--- src/rtl/ysyx_23060229_exu_alu_stage.sv ---
// Execute-stage ALU slot: RV32I integer ALU between IDU and WBU/LSU.
// Result and rd tag are held in output registers until downstream drains.
//
// Ports:
//   clk, rst_n        clock (rising edge), async active-low reset
//   flush             synchronous pipeline flush, dominates all inputs
//   in_valid/ready    upstream handshake; in_ready allows accept-while-draining
//   op, src1, src2    ALU op (0..10, 11..15 reserved -> 0) and operands
//   rd                destination register tag
//   out_valid/ready   downstream handshake
//   result, out_rd    registered ALU result and rd tag
//
// Build option: YSYX_23060229_EXU_SERIAL_SHIFT_EN selects a 1-bit-per-cycle
// shifter for SLL/SRL/SRA instead of the barrel shifter.

module ysyx_23060229_exu_alu_stage #(
  parameter int XLEN = 32,
  parameter int RD_W = 5
) (
  input  logic            clk,
  input  logic            rst_n,
  input  logic            flush,
  input  logic            in_valid,
  output logic            in_ready,
  input  logic [3:0]      op,
  input  logic [XLEN-1:0] src1,
  input  logic [XLEN-1:0] src2,
  input  logic [RD_W-1:0] rd,
  output logic            out_valid,
  input  logic            out_ready,
  output logic [XLEN-1:0] result,
  output logic [RD_W-1:0] out_rd
);

  localparam logic [3:0] OP_ADD   = 4'd0;
  localparam logic [3:0] OP_SUB   = 4'd1;
  localparam logic [3:0] OP_SLL   = 4'd2;
  localparam logic [3:0] OP_SLT   = 4'd3;
  localparam logic [3:0] OP_SLTU  = 4'd4;
  localparam logic [3:0] OP_XOR   = 4'd5;
  localparam logic [3:0] OP_SRL   = 4'd6;
  localparam logic [3:0] OP_SRA   = 4'd7;
  localparam logic [3:0] OP_OR    = 4'd8;
  localparam logic [3:0] OP_AND   = 4'd9;
  localparam logic [3:0] OP_PASS2 = 4'd10;

  typedef enum logic [1:0] {
    IDLE  = 2'd0,
`ifdef YSYX_23060229_EXU_SERIAL_SHIFT_EN
    SHIFT = 2'd1,
`endif
    HOLD  = 2'd2
  } state_e;

  state_e state_q, state_d;

  logic [XLEN-1:0] result_q, result_d;
  logic [RD_W-1:0] rd_q, rd_d;

  logic [4:0]      shamt;
  logic            accept;
  logic            lt_s;
  logic            lt_u;
  logic [XLEN-1:0] alu_res;

  assign shamt     = src2[4:0];
  assign in_ready  = (state_q == IDLE) ||
                     ((state_q == HOLD) && out_ready);
  assign accept    = in_valid && in_ready && !flush;
  assign out_valid = (state_q == HOLD);
  assign result    = result_q;
  assign out_rd    = rd_q;

  assign lt_s = $signed(src1) < $signed(src2);
  assign lt_u = src1 < src2;

`ifdef YSYX_23060229_EXU_SERIAL_SHIFT_EN
  logic [XLEN-1:0] work_q, work_d;
  logic [4:0]      cnt_q, cnt_d;
  logic [3:0]      sop_q, sop_d;
  logic [RD_W-1:0] srd_q, srd_d;
  logic [XLEN-1:0] step;
  logic            is_shift;
  logic            start_ser;

  assign is_shift  = (op == OP_SLL) || (op == OP_SRL) ||
                     (op == OP_SRA);
  assign start_ser = is_shift && (shamt != 5'd0);

  always_comb begin
    step = work_q;
    unique case (sop_q)
      OP_SLL:  step = {work_q[XLEN-2:0], 1'b0};
      OP_SRL:  step = {1'b0, work_q[XLEN-1:1]};
      OP_SRA:  step = {work_q[XLEN-1], work_q[XLEN-1:1]};
      default: step = work_q;
    endcase
  end
`endif

  always_comb begin
    alu_res = '0;
    unique case (op)
      OP_ADD:   alu_res = src1 + src2;
      OP_SUB:   alu_res = src1 - src2;
      OP_SLT:   alu_res = {{(XLEN-1){1'b0}}, lt_s};
      OP_SLTU:  alu_res = {{(XLEN-1){1'b0}}, lt_u};
      OP_XOR:   alu_res = src1 ^ src2;
      OP_OR:    alu_res = src1 | src2;
      OP_AND:   alu_res = src1 & src2;
      OP_PASS2: alu_res = src2;
`ifdef YSYX_23060229_EXU_SERIAL_SHIFT_EN
      // Only shamt==0 shifts finish here; nonzero go serial.
      OP_SLL:   alu_res = src1;
      OP_SRL:   alu_res = src1;
      OP_SRA:   alu_res = src1;
`else
      OP_SLL:   alu_res = src1 << shamt;
      OP_SRL:   alu_res = src1 >> shamt;
      OP_SRA:   alu_res = $unsigned($signed(src1) >>> shamt);
`endif
      default:  alu_res = '0;
    endcase
  end

  always_comb begin
    state_d  = state_q;
    result_d = result_q;
    rd_d     = rd_q;
`ifdef YSYX_23060229_EXU_SERIAL_SHIFT_EN
    work_d   = work_q;
    cnt_d    = cnt_q;
    sop_d    = sop_q;
    srd_d    = srd_q;
`endif
    unique case (state_q)
      IDLE, HOLD: begin
        if (flush) begin
          state_d = IDLE;
        end else if (accept) begin
`ifdef YSYX_23060229_EXU_SERIAL_SHIFT_EN
          if (start_ser) begin
            work_d  = src1;
            cnt_d   = shamt;
            sop_d   = op;
            srd_d   = rd;
            state_d = SHIFT;
          end else begin
            result_d = alu_res;
            rd_d     = rd;
            state_d  = HOLD;
          end
`else
          result_d = alu_res;
          rd_d     = rd;
          state_d  = HOLD;
`endif
        end else if ((state_q == HOLD) && out_ready) begin
          state_d = IDLE;
        end
      end
`ifdef YSYX_23060229_EXU_SERIAL_SHIFT_EN
      SHIFT: begin
        if (flush) begin
          state_d = IDLE;
        end else if (cnt_q != 5'd0) begin
          work_d = step;
          cnt_d  = cnt_q - 5'd1;
        end else begin
          result_d = work_q;
          rd_d     = srd_q;
          state_d  = HOLD;
        end
      end
`endif
      default: state_d = IDLE;
    endcase
  end

  always_ff @(posedge clk or negedge rst_n) begin
    if (!rst_n) begin
      state_q  <= IDLE;
      result_q <= '0;
      rd_q     <= '0;
    end else begin
      state_q  <= state_d;
      result_q <= result_d;
      rd_q     <= rd_d;
    end
  end

`ifdef YSYX_23060229_EXU_SERIAL_SHIFT_EN
  always_ff @(posedge clk or negedge rst_n) begin
    if (!rst_n) begin
      work_q <= '0;
      cnt_q  <= '0;
      sop_q  <= '0;
      srd_q  <= '0;
    end else begin
      work_q <= work_d;
      cnt_q  <= cnt_d;
      sop_q  <= sop_d;
      srd_q  <= srd_d;
    end
  end
`endif

endmodule

--- config.mk ---
export PLATFORM = sky130hd
export DESIGN_NAME = ysyx_23060229_exu_alu_stage
export DESIGN_NICKNAME = d
export VERILOG_FILES = /design/src/rtl/ysyx_23060229_exu_alu_stage.sv
export SDC_FILE = /design/constraint.sdc
export NUM_CORES = 1
export LEC_CHECK = 0
export BUFFER_PORTS_ARGS = -buffer_cell sky130_fd_sc_hd__buf_4
export CAP_MARGIN = 20
export CORE_UTILIZATION = 35
export CTS_CLUSTER_DIAMETER = 60
export DETAILED_ROUTE_END_ITERATION = 7
export PLACE_DENSITY = 0.62
export SLEW_MARGIN = 40
export SYNTH_ARGS = -nofsm -noshare
export SYNTH_HDL_FRONTEND = slang
export SYNTH_SLANG_ARGS = --single-unit
--- constraint.sdc ---
create_clock -name clk -period 2.3 [get_ports clk]
set_input_delay 0.23 -clock clk [delete_from_list [all_inputs] [get_ports clk]]
set_output_delay 0.23 -clock clk [all_outputs]
set_load 0.1 [all_outputs]
==> results.md, run 1 <==
- GRT busiest layer: met2
- DRC violation total after the first TritonRoute iteration: 1438
- Clk_lat worst skew: 0.30 ns
- Instance area after placement: 15300 um^2
- Per-instance average area after synthesis: 7.48 um^2
- Number of maximum-capacitance violations: 0
- Max incr delay on CP: 0.40 ns
- # nets final: roughly 2100
- Power Dens Cells: 393 nW/um^2
- H-tree level count: 2
- Most common cell in the synthesized netlist: nor2_1
- Number of cells traversed by the worst register-to-register path: 7
- Final Wtd Congestion: 1.01
- TritonCTS clock tree: yes
- Power after layout: 6.91 mW
- Critical-path cell list: buf_8, inv_4, ha_4, fa_2, o21bai_4, a21oi_2, o31a_1, nor4b_4, o211ai_1, and2_4, o21ai_4, buf_6, a31oi_4, o311a_1, a21oi_1
- Synth area leader: ha_1
- Relative max-transition margin: 47.8%
- Commonest cells post-synth: 143 x nor2_1, 140 x a21oi_1, 105 x nand2_1, 98 x ha_1, 95 x inv_1
- CP max FO: 4
- Category of the critical setup timing path: input port to flop
- Hold Slack: between 0.06 and 0.07 ns
- Overflow after GRT: 0
- Hold Crit Class: input port to flop
- Kind of end point of the critical path: flop
- Number of primary I/O pins: 117
- Worst Hold Endpoint: state_q[1]$_DFFE_PN0P_
- Reg2Reg Setup Slack: -0.07 ns
- Seq cells post-synth: 38
- Fin crit period: 2.82 ns
- Hold violation total from the final report: 0
- Seq/Total Area, Yosys: under 10%
- Effective utilization at floorplan: 36.1%
- Worst Path Buf+Inv: 3
- Cell at the slowest stage of the critical path: fa_2
- Total Routed Length: 58900 um
- Worst min-delay path startpoint: flush
- Fraction of registers with async set/reset: 100%
- Filler Cell Count: between 2000 and 3000
- Leakage power: 7.96 nW
- Instance count of the mapped netlist: 1398
- Achievable clock frequency: 355 MHz
- Die span in y: 175 um
- Remaining antenna violation count after routing: 0
- Summed instance area of the synthesized netlist: 10500 um^2
- Max IR drop VDD: 303 uV
- Max clock buf depth: 2
- Crit share post-route: 122%
- Final Slew Violations: 0
- Maximum number of pins on one net before global-route repair: 63
- Worst endpoint required time: 2.53 ns
- Skew final: 0.0170 ns
- Core region area: just under 30000 um^2
- Largest cells by area after synthesis: ha_1 12%, mux4_2 11%, dfrtp_1 9.1%
- Smallest setup slack after layout: -0.515 ns
- Via count: 14300
- Count of buffers inserted at the top-level ports: around 120
- Diode count: 0
- Capture instance of the worst register-to-register path: result[30]$_DFFE_PN0P_
- Reg area: 955 um^2
- WHS Path Cells: 2
- Global-route total usage across every layer: 37.8%
- Number of warnings reported in the yosys synthesis log: 0
- Standard-cell rows: 62
- Antenna violations before repair: 0
- Final cell area excluding filler cells: 17600 um^2
- Worst path arrival time: 3.05 ns
- Clock tree sinks: 38
- Area of the multi-input gates: 9960 um^2
- Post-detailed-placement half-perimeter wirelength: 46300 um
- Ratio of cells with drive above 1 in the final layout: 49.0%
- Per-cell routed wire length: between 20 and 30 um
- 1st-pass router iterations: 7
- Met2 Usage GRT: between 50% and 60%
- Predominant post-synthesis flop cell: dfrtp_1
- Number of remaining DRC errors: 0
- Status: complete, but fails checks
- Via count of the first global-routing pass: about 14000
- Unrepaired setup endpoints after global routing: yes
- Wire length of the first global-routing pass: 86600 um
- Area added between synthesis and finish: 67.9%
- Horizontal extent of the die: 175 um
- Die area: 30600 um^2
- Via density per instance: 6.12
- Clock Tree Root: clkbuf_16
- Grt met3 use: 4.03%
- Met1 Track Usage GR: 53.0%
- Startpoint type of the worst setup path: input port
- Clk pin slew, worst setup/hold paths: ~0.080 ns
- Crit Reg-Reg Startpoint: state_q[1]$_DFFE_PN0P_
- Failing checks: setup timing
- Cts bufs inserted: 5
- Finish-stage setup viols: 32
- Gate family responsible for the most delay along the worst path: compound AO/OA/AOI/OAI gates
- Share of the synthesized area in the top cell type: a little under an eighth
- Slew @ Worst Pin: 0.776 ns
- Syn_nets: 1576
- Number of enable-type register cells in the synthesized netlist: 0
- Distinct cell type count of the synthesized netlist: 81
==> final cells by class <==
type                    count  share of cell area (%)
repair buffers            660                    31.6
clock buffers               6                   0.791
multi-input cells        1151                    56.7
flip-flops and latches     38                    5.44
clock inverters             2                   0.342
well taps                 384                    2.74
inverters                  99                    2.40
==> how the worst max path moves through the flow <==
stage,from,end,slack (ns),depth (start not counted)
floorplan,src2[3],result[24]$_DFFE_PN0P_,-0.45,15
global route,src1[1],result[27]$_DFFE_PN0P_,-0.64,16
global placement,src2[0],result[12]$_DFFE_PN0P_,-1.20,12
finish,src1[0],result[28]$_DFFE_PN0P_,-0.52,15
CTS,src1[0],result[0]$_DFFE_PN0P_,-0.50,15
detailed placement,src2[0],result[12]$_DFFE_PN0P_,-1.04,12
==> cells in the final DEF, fill, tap and decap left out, types with 10 or more instances in the layout <==
cell      synthesis  final
buf_4             6    595
nor2_1          143    132
a21oi_1         140    107
nand2_1         105     97
inv_1            95     84
ha_1             98     79
o21ai_0          86     52
mux4_2           49     49
dfrtp_1          38     37
a21oi_2           5     32
mux2i_1          41     31
buf_6             2     30
nor3_1           37     27
o21bai_1         30     27
o21ai_1          15     26
o211ai_1         21     21
o21ai_2           1     20
a21o_1           20     20
nand3_1          19     18
nor2b_1          19     18
buf_12            0     18
a211oi_1         26     17
a22oi_1          17     16
mux2_2           20     16
a31oi_1          21     16
ha_4              0     16
o22ai_1          14     13
a221oi_1         22     12
nor2_2            0     11
a22o_1           11     11
nand2b_1         14     10
nand4_1          10     10
==> state kept, by name, summed over array words and instances, names as in the netlist <==
signal,flops
out_rd,5
result,32
state_q,1
==> power breakdown <==
group          total (mW)  leakage, nW  internal [mW]  switching (mW)
registers           0.839        0.494          0.763          0.0761
clock network       0.974       0.0971          0.653           0.321
logic                5.09         7.37           2.14            2.96
total                6.91         7.96           3.55            3.36
==> repair_timing <==
item | 4_1_cts | 5_1_grt
cloned | 8 | 1
setup endpoints to repair | 32 | 32
hold endpoints to repair | 38 | 0
resized for setup | 254 | 72
hold buffers | 1 | 0
pin swaps | 97 | 83
setup buffers | 41 | 20
==> stage by stage <==
stage	cells	utilization, %	setup TNS (ns)	setup slack, ns
floorplan	1398	-	-5.50	-0.455
global placement	2270	52.6	-24.08	-1.20
detailed placement	2270	52.6	-24.57	-1.04
CTS	2324	59.0	-8.20	-0.500
global route	2340	60.5	-12.07	-0.640
finish	2340	60.5	-9.73	-0.515
==> worst reg2reg max path, cell delays in order, from the launching register on <==
cell      delay (ns)
dfrtp_4         0.49
nand2b_4        0.08
nand3b_1        0.21
a222oi_1        0.42
o221ai_1        0.17
a211oi_1        0.55
and3_1          0.25
o21ai_1         0.07
==> logic make-up after synthesis <==
kind of cell	synth area share [%]
muxes	18.6
adders and majority gates	12.1
DFF	9.09
and+or+nand+nor	18.4
AOI/OAI and AO/OA	33.1
buffers and inverters	8.27
xor gates and xnor gates	0.419
==> layer usage <==
metal  share of wire (%)  vias up
li1                    -     6393
met1                  43     6909
met2                  44      859
met3                 8.7      169
met4                 4.8        0
met5                   0        -
Note: power is estimated with default switching activity, not from simulation.
==> run 2: changes to the inputs <==
--- a/config.mk
+++ b/config.mk
@@ -11,6 +11,7 @@
 export CTS_CLUSTER_DIAMETER = 60
 export DETAILED_ROUTE_END_ITERATION = 7
 export PLACE_DENSITY = 0.62
+export REMOVE_ABC_BUFFERS = 1
 export SLEW_MARGIN = 40
 export SYNTH_ARGS = -nofsm -noshare
 export SYNTH_HDL_FRONTEND = slang
==> run 2 against run 1 <==
The flow still finishes with violations (setup timing). Critical path depth shrank 2. Core utilization grew 0.85 points. Largest cell class unchanged. Largest power group unchanged. Final cell count grew 1.2%. Die area is the same.
==> results.md, run 2 (synthesized netlist as in run 1, its figures left out) <==
- Clock Tree Root: clkbuf_16 (unchanged)
- TritonCTS clock tree: yes (unchanged)
- Worst endpoint required time: 2.48 ns (was 2.53 ns)
- Failing checks: setup timing (unchanged)
- Via count: 14900 (was 14300)
- Smallest setup slack after layout: -0.439 ns (was -0.515 ns)
- Number of flip-flops in the largest register: 32 (unchanged)
- Post-detailed-placement half-perimeter wirelength: 45300 um (was 46300 um)
- Final Slew Violations: 0 (unchanged)
- Hold violation total from the final report: 0 (unchanged)
- Worst path arrival time: 2.92 ns (was 3.05 ns)
- Hold Slack: 0.0734 ns (was 0.0677 ns)
- Reg area: 951 um^2 (was 955 um^2)
- Power after layout: 6.95 mW (was 6.91 mW)
- Leakage power: 8.06 nW (was 7.96 nW)
- Commonest non-fill, non-tap cells in the layout: 620 x buf_4, 128 x nor2_1, 106 x a21oi_1, 97 x nand2_1, 74 x inv_1 (was 595 x buf_4, 132 x nor2_1, 107 x a21oi_1, 97 x nand2_1, 84 x inv_1)
- Non-filler cells, final: 2369 (was 2340)
- CP max FO: 5 (was 4)
- Number of remaining DRC errors: 0 (unchanged)
- Slew @ Worst Pin: 0.733 ns (was 0.776 ns)
- Number of primary I/O pins: 117 (unchanged)
- Max clock buf depth: 2 (unchanged)
- Overflow after GRT: 0 (unchanged)
- Achievable clock frequency: 365 MHz (was 355 MHz)
- Relative max-transition margin: 51.1% (was 47.8%)
- Final cell area excluding filler cells: 17800 um^2 (was 17600 um^2)
- Skew final: 0.0121 ns (was 0.0170 ns)
- Clk pin slew, worst setup/hold paths: 0.07 ns (was 0.08 ns)
- Cts bufs inserted: 5 (unchanged)
- Clk_lat worst skew: 0.31 ns (was 0.30 ns)
- Per-cell routed wire length: 25.3 um (was 25.2 um)
- Number of maximum-capacitance violations: 0 (unchanged)
- Clock tree sinks: 38 (unchanged)
- Final Core Density: 61.4% (was 60.5%)
- Hold Crit Class: input port to flop (unchanged)
- Wire length of the first global-routing pass: 87000 um (was 86600 um)
- Ratio of cells with drive above 1 in the final layout: 50.9% (was 49.0%)
- Power Dens Cells: 390 nW/um^2 (was 393 nW/um^2)
- Core region area: 29000 um^2 (unchanged)
- Final Wtd Congestion: 1.07 (was 1.01)
- Remaining antenna violation count after routing: 0 (unchanged)
- Most common cell after layout, fill and taps aside: buf_4 (unchanged)
- Unrepaired setup endpoints after global routing: yes (unchanged)
- Total Routed Length: 60000 um (was 58900 um)
- Final TNS setup: -8.68 ns (was -9.73 ns)
- Antenna violations before repair: 1 (was 0)
- Via count of the first global-routing pass: 14100 (was 13800)
- Crit share post-route: 119% (was 122%)
- Fin crit period: 2.74 ns (was 2.82 ns)
- Finish-stage setup viols: 30 (was 32)
- Category of the critical setup timing path: input port to flop (unchanged)
- Maximum number of pins on one net before global-route repair: 63 (unchanged)
- 1st-pass router iterations: 6 (was 7)
- Status: complete, but fails checks (unchanged)
- Instance area after placement: 15200 um^2 (was 15300 um^2)
- Filler Cell Count: 2496 (was 2644)
- Via density per instance: 6.27 (was 6.12)
- Post-placement cell count: 2292 (was 2270)
- Effective utilization at floorplan: 36.1% (unchanged)
- Count of buffers inserted at the top-level ports: 116 (unchanged)
- Area of the multi-input gates: 10000 um^2 (was 9960 um^2)
- # nets final: 2162 (was 2133)
- Global-route total usage across every layer: 37.6% (was 37.8%)
- Horizontal extent of the die: 175 um (unchanged)
- Worst-case setup slack after placement: -0.986 ns (was -1.04 ns)
- Startpoint type of the worst setup path: input port (unchanged)
- Die area: 30600 um^2 (unchanged)
- H-tree level count: 2 (unchanged)
- Kind of end point of the critical path: flop (unchanged)
- Diode count: 0 (unchanged)
- Standard-cell rows: 62 (unchanged)
- DRC violation total after the first TritonRoute iteration: 1766 (was 1438)
- Max IR drop VDD: 240 uV (was 303 uV)
- Die span in y: 175 um (unchanged)
- Area added between synthesis and finish: 70.3% (was 67.9%)
==> run 2: power breakdown <==
group,internal [mW],switching [mW]
clock,0.626,0.369
combinational,2.14,2.98
sequential,0.762,0.0778
==> run 2: final timing paths <==
check	start	end	slack, ns	cells past startpoint
max	src2[0]	result[0]$_DFFE_PN0P_	-0.44	13
min	flush	state_q[1]$_DFFE_PN0P_	0.07	2
max reg2reg	state_q[1]$_DFFE_PN0P_	result[31]$_DFFE_PN0P_	0.03	10
min reg2reg	result[23]$_DFFE_PN0P_	result[23]$_DFFE_PN0P_	0.49	2
max in group asynchronous	rst_n	result[24]$_DFFE_PN0P_	1.39	2
min in group asynchronous	rst_n	result[2]$_DFFE_PN0P_	0.46	2
==> run 2: area by class of cell <==
class                   instances  area share (%)
clock buffers                   5           0.703
clock inverters                 3           0.386
inverters                      99            2.39
multi-input cells            1151            56.4
flip-flops and latches         38            5.34
well taps                     384            2.70
repair buffers                689            32.1
==> run 2: repair_timing <==
action / in CTS / in global routing
gates cloned: 7 / 2
gates resized for setup: 249 / 173
hold buffers: 1 / 0
pin swaps: 89 / 99
buffers inserted: 34 / 32
endpoints found under the hold margin: 38 / 0
endpoints found under the setup margin: 32 / 32
==> run 2: per-layer routing <==
metal,GRT usage [%],wire length (um),up-vias
met1,50.9,23900,7121
met4,15.9,3130,2
met5,0,12,-
met3,7.25,6660,228
li1,-,-,6443
met2,58.0,26300,1064
==> run 2: critical path, stage by stage <==
cell and delay, ns:
buf_12 0.11, ha_4 0.17, fa_2 0.38, o21bai_4 0.14
a21oi_2 0.08, o31a_1 0.30, nor4b_4 0.29, o211ai_1 0.21
and2_4 0.21, o21ai_4 0.25, a311oi_2 0.17, nor4_1 0.25
o21ai_1 0.12
==> run 3: changes to the inputs <==
--- a/config.mk
+++ b/config.mk
@@ -7,6 +7,7 @@
 export LEC_CHECK = 0
 export BUFFER_PORTS_ARGS = -buffer_cell sky130_fd_sc_hd__buf_4
 export CAP_MARGIN = 20
+export CORE_MARGIN = 2
 export CORE_UTILIZATION = 35
 export CTS_CLUSTER_DIAMETER = 60
 export DETAILED_ROUTE_END_ITERATION = 7
==> constraint.sdc (replaced) <==
create_clock -name clk -period 2.3 [get_ports clk]
set_input_delay 0.115 -clock clk [delete_from_list [all_inputs] [get_ports clk]]
set_output_delay 0.115 -clock clk [all_outputs]
set_load 0.1 [all_outputs]
==> run 3 against run 2 <==
The run still ends with setup timing left. First-iteration DRC count shrank 1.2%. Clock skew down 0.0045 ns. Largest cell class unchanged. Largest power group unchanged. Routed wire length fell by 1.3%. Total power down 4.2%. Sequential share of layout area is 0.33 points higher. Final area is 5.8% lower. Critical path type unchanged. Highest routed layer unchanged. Final cell count down 0.97%. Die area increased by 2.3%.
==> results.md, run 3 (synthesized netlist as in run 1, its figures left out) <==
- Reg area: 951 um^2 (unchanged)
- Filler Cell Count: 2846 (was 2496)
- Max clock buf depth: 2 (unchanged)
- Antenna violations before repair: 6 (was 1)
- Max IR drop VDD: 256 uV (was 240 uV)
- Proportion of power drawn by the clock network: 15.1% (was 14.3%)
- WHS Path Cells: 2 (unchanged)
- Overflow after GRT: 0 (unchanged)
- Worst-case setup slack after placement: -0.861 ns (was -0.986 ns)
- Wire length of the first global-routing pass: 85100 um (was 87000 um)
- Relative max-transition margin: 53.6% (was 51.1%)
- Standard-cell rows: 63 (was 62)
- Kind of end point of the critical path: flop (unchanged)
- Die area: 31300 um^2 (was 30600 um^2)
- Number of remaining DRC errors: 0 (unchanged)
- Crit share post-route: 117% (was 119%)
- Final TNS setup: -6.27 ns (was -8.68 ns)
- Commonest non-fill, non-tap cells in the layout: 612 x buf_4, 137 x nor2_1, 116 x a21oi_1, 104 x nand2_1, 85 x inv_1 (was 620 x buf_4, 128 x nor2_1, 106 x a21oi_1, 97 x nand2_1, 74 x inv_1)
- Worst path arrival time: 2.94 ns (was 2.92 ns)
- Clk_lat worst skew: 0.31 ns (about the same)
- Fin crit period: 2.70 ns (was 2.74 ns)
- Number of cells traversed by the worst register-to-register path: 10 (unchanged)
- Switching Fraction: 49.5% (was 49.3%)
- CP max FO: 4 (was 5)
- Per-cell routed wire length: 25.2 um (was 25.3 um)
- Maximum number of pins on one net before global-route repair: 54 (was 63)
- Via density per instance: 6.06 (was 6.27)
- Switching power: 3.29 mW (was 3.43 mW)
- Die span in y: 177 um (was 175 um)
- Via count: 14200 (was 14900)
- Hold violation total from the final report: 0 (unchanged)
- Via count of the first global-routing pass: 13600 (was 14100)
- Number of maximum-capacitance violations: 0 (unchanged)
- Cts bufs inserted: 5 (unchanged)
- Finish-stage setup viols: 29 (was 30)
- TritonCTS clock tree: yes (unchanged)
- Final Wtd Congestion: 1.05 (was 1.07)
- Core region area: 29600 um^2 (was 29000 um^2)
- Global-route total usage across every layer: 36.4% (was 37.6%)
- Achievable clock frequency: 371 MHz (was 365 MHz)
- Remaining antenna violation count after routing: 0 (unchanged)
- Most common cell after layout, fill and taps aside: buf_4 (unchanged)
- Unrepaired setup endpoints after global routing: yes (unchanged)
- Leakage power: 7.74 nW (was 8.06 nW)
- Hold Slack: 0.0317 ns (was 0.0734 ns)
- Power Dens Cells: 397 nW/um^2 (was 390 nW/um^2)
- Final Slew Violations: 0 (unchanged)
- Pint: 3.37 mW (was 3.53 mW)
- Worst endpoint required time: 2.54 ns (was 2.48 ns)
- Total Routed Length: 59200 um (was 60000 um)
- Skew final: 0.00759 ns (was 0.0121 ns)
- Final Core Density: 56.7% (was 61.4%)
- Part of the total power dissipated in combinational logic: 72.3% (was 73.6%)
- Area of the multi-input gates: 9450 um^2 (was 10000 um^2)
- Status: complete, but fails checks (unchanged)
- Number of flip-flops in the largest register: 32 (unchanged)
- Number of primary I/O pins: 117 (unchanged)
- Post-detailed-placement half-perimeter wirelength: 46900 um (was 45300 um)
- Sequential cell fraction of total power: 12.6% (was 12.1%)
- Startpoint type of the worst setup path: input port (unchanged)
- H-tree level count: 2 (unchanged)
- Smallest setup slack after layout: -0.395 ns (was -0.439 ns)
- # nets final: 2132 (was 2162)
- Category of the critical setup timing path: input port to flop (unchanged)
- Failing checks: setup timing (unchanged)
- DRC violation total after the first TritonRoute iteration: 1744 (was 1766)
- Clock tree sinks: 38 (unchanged)
- Slew @ Worst Pin: 0.697 ns (was 0.733 ns)
- Horizontal extent of the die: 177 um (was 175 um)
- Power after layout: 6.66 mW (was 6.95 mW)
- Hold Crit Class: input port to flop (unchanged)
- Ratio of cells with drive above 1 in the final layout: 45.5% (was 50.9%)
- Clk pin slew, worst setup/hold paths: 0.08 ns (was 0.07 ns)
- Count of buffers inserted at the top-level ports: 116 (unchanged)
- Clock Tree Root: clkbuf_16 (unchanged)
- 1st-pass router iterations: 7 (was 6)
- Effective utilization at floorplan: 35.4% (was 36.1%)
- Area added between synthesis and finish: 60.4% (was 70.3%)
==> run 3: routing by layer <==
layer	wire [um]	part of all wire (%)	global-route usage (%)
met5	33	0.056	0
met1	24600	42	48.9
met2	26500	45	57.9
met3	5330	9.0	5.91
met4	2750	4.7	15.0
==> run 3: worst max-delay path, stage by stage <==
cell and delay (ns):
buf_12 0.11, ha_4 0.16, fa_2 0.38, o21bai_4 0.13, a21oi_2 0.07, o31a_1 0.31
nor4b_4 0.31, o211ai_1 0.22, and2_4 0.24, o21ai_4 0.20, buf_6 0.14, a31oi_4 0.07
o311a_1 0.33, a21oi_2 0.13
==> run 3: timing repair <==
action | in CTS | in global routing
hold buffers | 2 | 0
endpoints found under the hold margin | 39 | 0
pin swaps | 50 | 82
gates resized for setup | 114 | 131
endpoints found under the setup margin | 32 | 32
buffers inserted | 20 | 49
gates cloned | 1 | 2
==> run 3: power groups by stage <==
stage / clock [mW] / sequential, mW / combinational, mW
6_report: 1.01 / 0.837 / 4.82
2_1_floorplan: 0 / 1.52 / 1.55
4_1_cts: 1.00 / 0.835 / 4.46
3_5_place_dp: 0 / 0.847 / 4.25
3_3_place_gp: 0 / 0.843 / 4.23
5_1_grt: 1.02 / 0.848 / 5.03
==> run 3: layout make-up <==
class	count	share of cell area, %
clock inverter	3	0.410
multi-input combinational	1151	56.4
inverter	99	2.33
tap	390	2.91
timing repair buffer	659	31.6
antenna	1	0.0149
clock buffer	5	0.746
sequential	38	5.67
==> run 3: per-stage QoR <==
step / cell area, um^2 / std cells
after global placement: 15000 / 2269
after floorplan: 9970 / 1288
after CTS: 15900 / 2300
final: 16800 / 2346
after detailed placement: 15000 / 2269
after global routing: 16800 / 2346
==> run 3: final timing paths <==
path | startpoint | end | slack [ns]
setup / recovery | src2[0] | result[28]$_DFFE_PN0P_ | -0.40
hold / removal | rd[3] | out_rd[3]$_DFFE_PN0P_ | 0.03
setup reg to reg | state_q[1]$_DFFE_PN0P_ | result[31]$_DFFE_PN0P_ | 0.02
hold reg to reg | result[12]$_DFFE_PN0P_ | result[12]$_DFFE_PN0P_ | 0.48
max in group asynchronous | rst_n | result[14]$_DFFE_PN0P_ | 1.49
min in group asynchronous | rst_n | result[2]$_DFFE_PN0P_ | 0.37
